File: src/rtl/gb_xact_bridge.sv
// Ghostbus transaction bridge: one command in flight, strobe, wait, respond.
// Reads are captured READ_DELAY cycles after the read strobe.
module gb_xact_bridge #(
  parameter int ADW        = 24,
  parameter int DW         = 32,
  parameter int READ_DELAY = 3
) (
  input  logic           gb_clk,
  input  logic           gb_rst_n,
  input  logic           cmd_valid,
  output logic           cmd_ready,
  input  logic           cmd_we,
  input  logic [ADW-1:0] cmd_addr,
  input  logic [DW-1:0]  cmd_wdata,
  output logic           rsp_valid,
  input  logic           rsp_ready,
  output logic           rsp_we,
  output logic [DW-1:0]  rsp_rdata,
  output logic [ADW-1:0] gb_addr,
  output logic [DW-1:0]  gb_wdata,
  output logic           gb_wen,
  output logic           gb_rstb,
  input  logic [DW-1:0]  gb_rdata,
  output logic [15:0]    xact_count
);

  typedef enum logic [1:0] {
    IDLE,
    STROBE,
    WAIT,
    RESP
  } state_t;

  state_t         state;
  state_t         state_n;
  logic           we_q;
  logic [3:0]     dly;
  logic [DW-1:0]  rdata_q;
  logic [15:0]    count_q;
  logic           accept;
  logic           done;

  assign accept     = cmd_valid & cmd_ready;
  assign done       = rsp_valid & rsp_ready;
  assign rsp_we     = we_q;
  assign rsp_rdata  = rdata_q;
  assign xact_count = count_q;

  always_ff @(posedge gb_clk or negedge gb_rst_n) begin
    if (!gb_rst_n) state <= IDLE;
    else           state <= state_n;
  end

  always_comb begin
    state_n   = state;
    cmd_ready = 1'b0;
    rsp_valid = 1'b0;
    gb_wen    = 1'b0;
    gb_rstb   = 1'b0;
    unique case (state)
      IDLE: begin
        cmd_ready = 1'b1;
        if (cmd_valid) state_n = STROBE;
      end
      STROBE: begin
        gb_wen  = we_q;
        gb_rstb = ~we_q;
        state_n = we_q ? RESP : WAIT;
      end
      WAIT: begin
        if (dly == 4'd0) state_n = RESP;
      end
      RESP: begin
        rsp_valid = 1'b1;
        if (rsp_ready) state_n = IDLE;
      end
      default: state_n = IDLE;
    endcase
  end

  always_ff @(posedge gb_clk or negedge gb_rst_n) begin
    if (!gb_rst_n) begin
      we_q     <= 1'b0;
      gb_addr  <= '0;
      gb_wdata <= '0;
      rdata_q  <= '0;
      dly      <= 4'd0;
      count_q  <= 16'd0;
    end else begin
      if (accept) begin
        we_q     <= cmd_we;
        gb_addr  <= cmd_addr;
        gb_wdata <= cmd_wdata;
      end
      if (state == STROBE) begin
        dly <= 4'(READ_DELAY - 1);
        if (we_q) rdata_q <= '0;
      end
      // Capture happens in the WAIT cycle where the counter has reached 0
      if (state == WAIT) begin
        if (dly != 4'd0) dly     <= dly - 4'd1;
        else             rdata_q <= gb_rdata;
      end
      if (done) count_q <= count_q + 16'd1;
    end
  end

endmodule

File: config.mk
export PLATFORM = sky130hd
export DESIGN_NAME = gb_xact_bridge
export DESIGN_NICKNAME = d
export VERILOG_FILES = /design/src/rtl/gb_xact_bridge.sv
export SDC_FILE = /design/constraint.sdc
export NUM_CORES = 1
export LEC_CHECK = 0
export BUFFER_PORTS_ARGS = -buffer_cell sky130_fd_sc_hd__buf_2
export CORE_MARGIN = 10
export CORE_UTILIZATION = 50
export CTS_CLUSTER_DIAMETER = 100
export DETAILED_ROUTE_END_ITERATION = 10
export GPL_ROUTABILITY_DRIVEN = 1
export PLACE_DENSITY = 0.85
export SYNTH_ARGS = -nofsm -noshare
export SYNTH_HDL_FRONTEND = slang
export SYNTH_SLANG_ARGS = --single-unit
File: constraint.sdc
create_clock -name gb_clk -period 4.5 [get_ports gb_clk]
set_clock_uncertainty 0.2 [all_clocks]
set_input_delay 0.9 -clock gb_clk [delete_from_list [all_inputs] [get_ports gb_clk]]
set_output_delay 0.9 -clock gb_clk [all_outputs]
set_load 0.005 [all_outputs]
==> results.py <==
metrics = {
    "run_status": {
        "status": "finished, final reports clean",
    },
    "routing": {
        "vias": 3332,
        "wl_per_cell_um": 17.0,
        "initialDrtViolationCount": 134,
        "ant_nets": 0,
        "drt-pass1-iter-count": 4,
        "viasPerCell": 4.95,
        "drc": 0,
        "finalWirelength_mm": 11.4,
    },
    "cts": {
        "cts_resized": 0,
        "cts-root-buf": "clkbuf_8",
        "cts_setup_buffers": 0,
        "cts.reportedPaths.clkPinSlew_ns": 0.10,
        "clockBufferDepth": 2,
        "clock-sinks": 111,
        "cts.htree.levels": 3,
        "cts-buffers-inserted": 9,
        "cts_tree": "built",
        "clock_latency_ns": 0.35,
        "ctsHoldBuffers": 0,
    },
    "sta": {
        "rsz0062_at_grt": "false",
        "fin_tns_setup_ns": 0,
        "worst_pin_slew_ns": 1.05,
        "maxSlewHeadroom_pct": 29.5,
        "whs_ns": 0.276,
        "final-hold-violation-count": 0,
        "post-route-period-util_pct": 74.9,
        "final_max_slew_viol_count": 0,
        "fmax_mhz": 297,
        "period_needed_ns": 3.37,
        "setup_ws_ns": 1.13,
        "setup_violations": 0,
    },
    "synth": {
        "syn_area_sq_um": 4430,
        "netlist.area_leader.share_pct": 62.7,
        "synthDistinctLibCells": 29,
        "yosys-top-cells-area": "dfrtp_1 (63%), mux2_2 (15%), nand2_1 (6.4%)",
        "synth_edf_count": 0,
        "ys_async_sr_fraction_pct": 100,
        "yosys.area.top_type": "dfrtp_1",
        "yosysSeqAreaShare_pct": 62.7,
        "synth_nets": 461,
        "syn_avg_cell_area_sq_um": 12.3,
        "synthCells": 361,
        "yosysMostFrequentCell": "dfrtp_1",
        "synth_top_flop_cell": "dfrtp_1",
        "yosysWarnings": 0,
        "synth_seq_cells": 111,
        "synth_top_cells_by_count": "dfrtp_1 (111), nand2_1 (75), mux2_2 (58), o21ai_0 (36), clkbuf_1 (11)",
    },
    "critical_path": {
        "crit_path_start_kind": "register",
        "path_class": "register to primary output",
        "worstPathMaxFanout": 33,
        "required_ns": 3.40,
        "endpoint_kind": "primary output",
        "worst_ep_arrival_time_ns": 2.27,
    },
    "floorplanning": {
        "core_area_sq_um": 8680,
        "num_rows": 34,
        "ioPinCount": 202,
        "initial_core_util_pct": 51.0,
        "die_x_um": 114,
        "dieArea_sq_um": 13000,
        "die_h_um": 114,
    },
    "placement": {
        "place_ws_ns": 1.51,
        "finalWeightedCongestion": 0.737,
        "hpwl_mm": 8.85,
        "io_buffers": 201,
    },
    "global_route": {
        "grt_antenna_before_repair": 0,
        "groute.usage.overall_pct": 17.0,
        "grt_pass1_vias": 3561,
        "grt_pass1_wl_mm": 18.0,
        "grt_max_degree": 65,
        "grt_overflow": 0,
    },
    "layout": {
        "antenna_cells": 0,
        "drive_gt1_share_pct": 49.7,
        "fin_nets": 660,
        "area_delta_synth_final_pct": 29.5,
    },
    "power_and_ir_drop": {
        "p_per_area_nw_per_um2": 593,
        "vdd_ir_drop_max_mv": 0.315,
        "p_leak_nw": 2.99,
    },
    "flow_run": {
        "drv_cap": 0,
    },
    "min_path": {
        "hp-class": "register to register",
    },
}
per-stage QoR:
step           total power, mW  instance area [sq um]  utilization [%]  std cells
2_1_floorplan             2.23                   4430                -        361
3_5_place_dp              2.84                   5530             63.7        657
5_1_grt                   3.65                   5730             66.1        673
3_3_place_gp              2.76                   5530             63.7        657
6_report                  3.40                   5730             66.1        673
4_1_cts                   3.46                   5730             66.1        673
sequential cells by signal (all words and copies together) (netlist names):
name / cells
xact_count: 16
rsp_rdata: 32
rsp_we: 1
gb_wdata: 32
gb_addr: 24
dly: 4
state: 2
layout make-up:
type / instances / area [sq um]
inverter: 9 / 33.8
sequential: 111 / 2780
multi-input combinational: 225 / 1550
clock buffer: 11 / 141
tap: 108 / 135
clock inverter: 5 / 63.8
fill: 670 / 2940
timing repair buffer: 204 / 1030
placed cells by master, fill, tap and decap left out, drive strengths merged, types with 6 or more instances in the layout:
master / n
buf: 204
dfrtp: 111
nand2: 75
mux2: 58
o21ai: 37
clkbuf: 11
inv: 11
xnor2: 9
nor2: 7
ha: 7
xor2: 6
worst paths after layout:
kind | startpoint | to | slack (ns) | cells after the start
max | state[1] | gb_wen | 1.13 | 5
min | xact_count[15] | xact_count[15] | 0.28 | 1
max reg2reg | state[0] | rsp_rdata[9] | 2.04 | 4
min reg2reg | xact_count[15] | xact_count[15] | 0.28 | 1
max in group asynchronous | gb_rst_n | gb_wdata[28] | 2.91 | 2
min in group asynchronous | gb_rst_n | gb_wdata[20] | 0.31 | 1
worst max-delay path, cell delays in order, from the launching register on:
cell     delay [ns]
dfrtp_1        0.41
inv_1          0.11
ha_1           0.25
nand2_1        0.79
inv_1          0.16
buf_2          0.19
logic make-up (layout without fill, tap and decap cells):
kind of cell	Yosys count	after routing	synth area share (%)
mux	59	59	15.0
fa+ha+maj	7	7	1.98
xor+xnor	15	15	2.97
simple gates	103	103	10.2
compound gates	41	41	4.86
buf+inv	25	229	2.26
flops	111	111	62.7
routing by layer:
metal  GRT usage, %  up-vias  wire (um)
li1               -     1604          -
met1           19.5     1585       4570
met2           28.1      134       5540
met3           7.76        9       1210
met4           4.51        0         90
met5              0        -          0
where the power goes:
group	total [mW]	internal [mW]	switching, mW
clock network	0.608	0.278	0.330
logic	1.23	0.642	0.586
registers	1.56	1.36	0.199
total	3.40	2.28	1.11
Power figures use the tool's default switching activity.
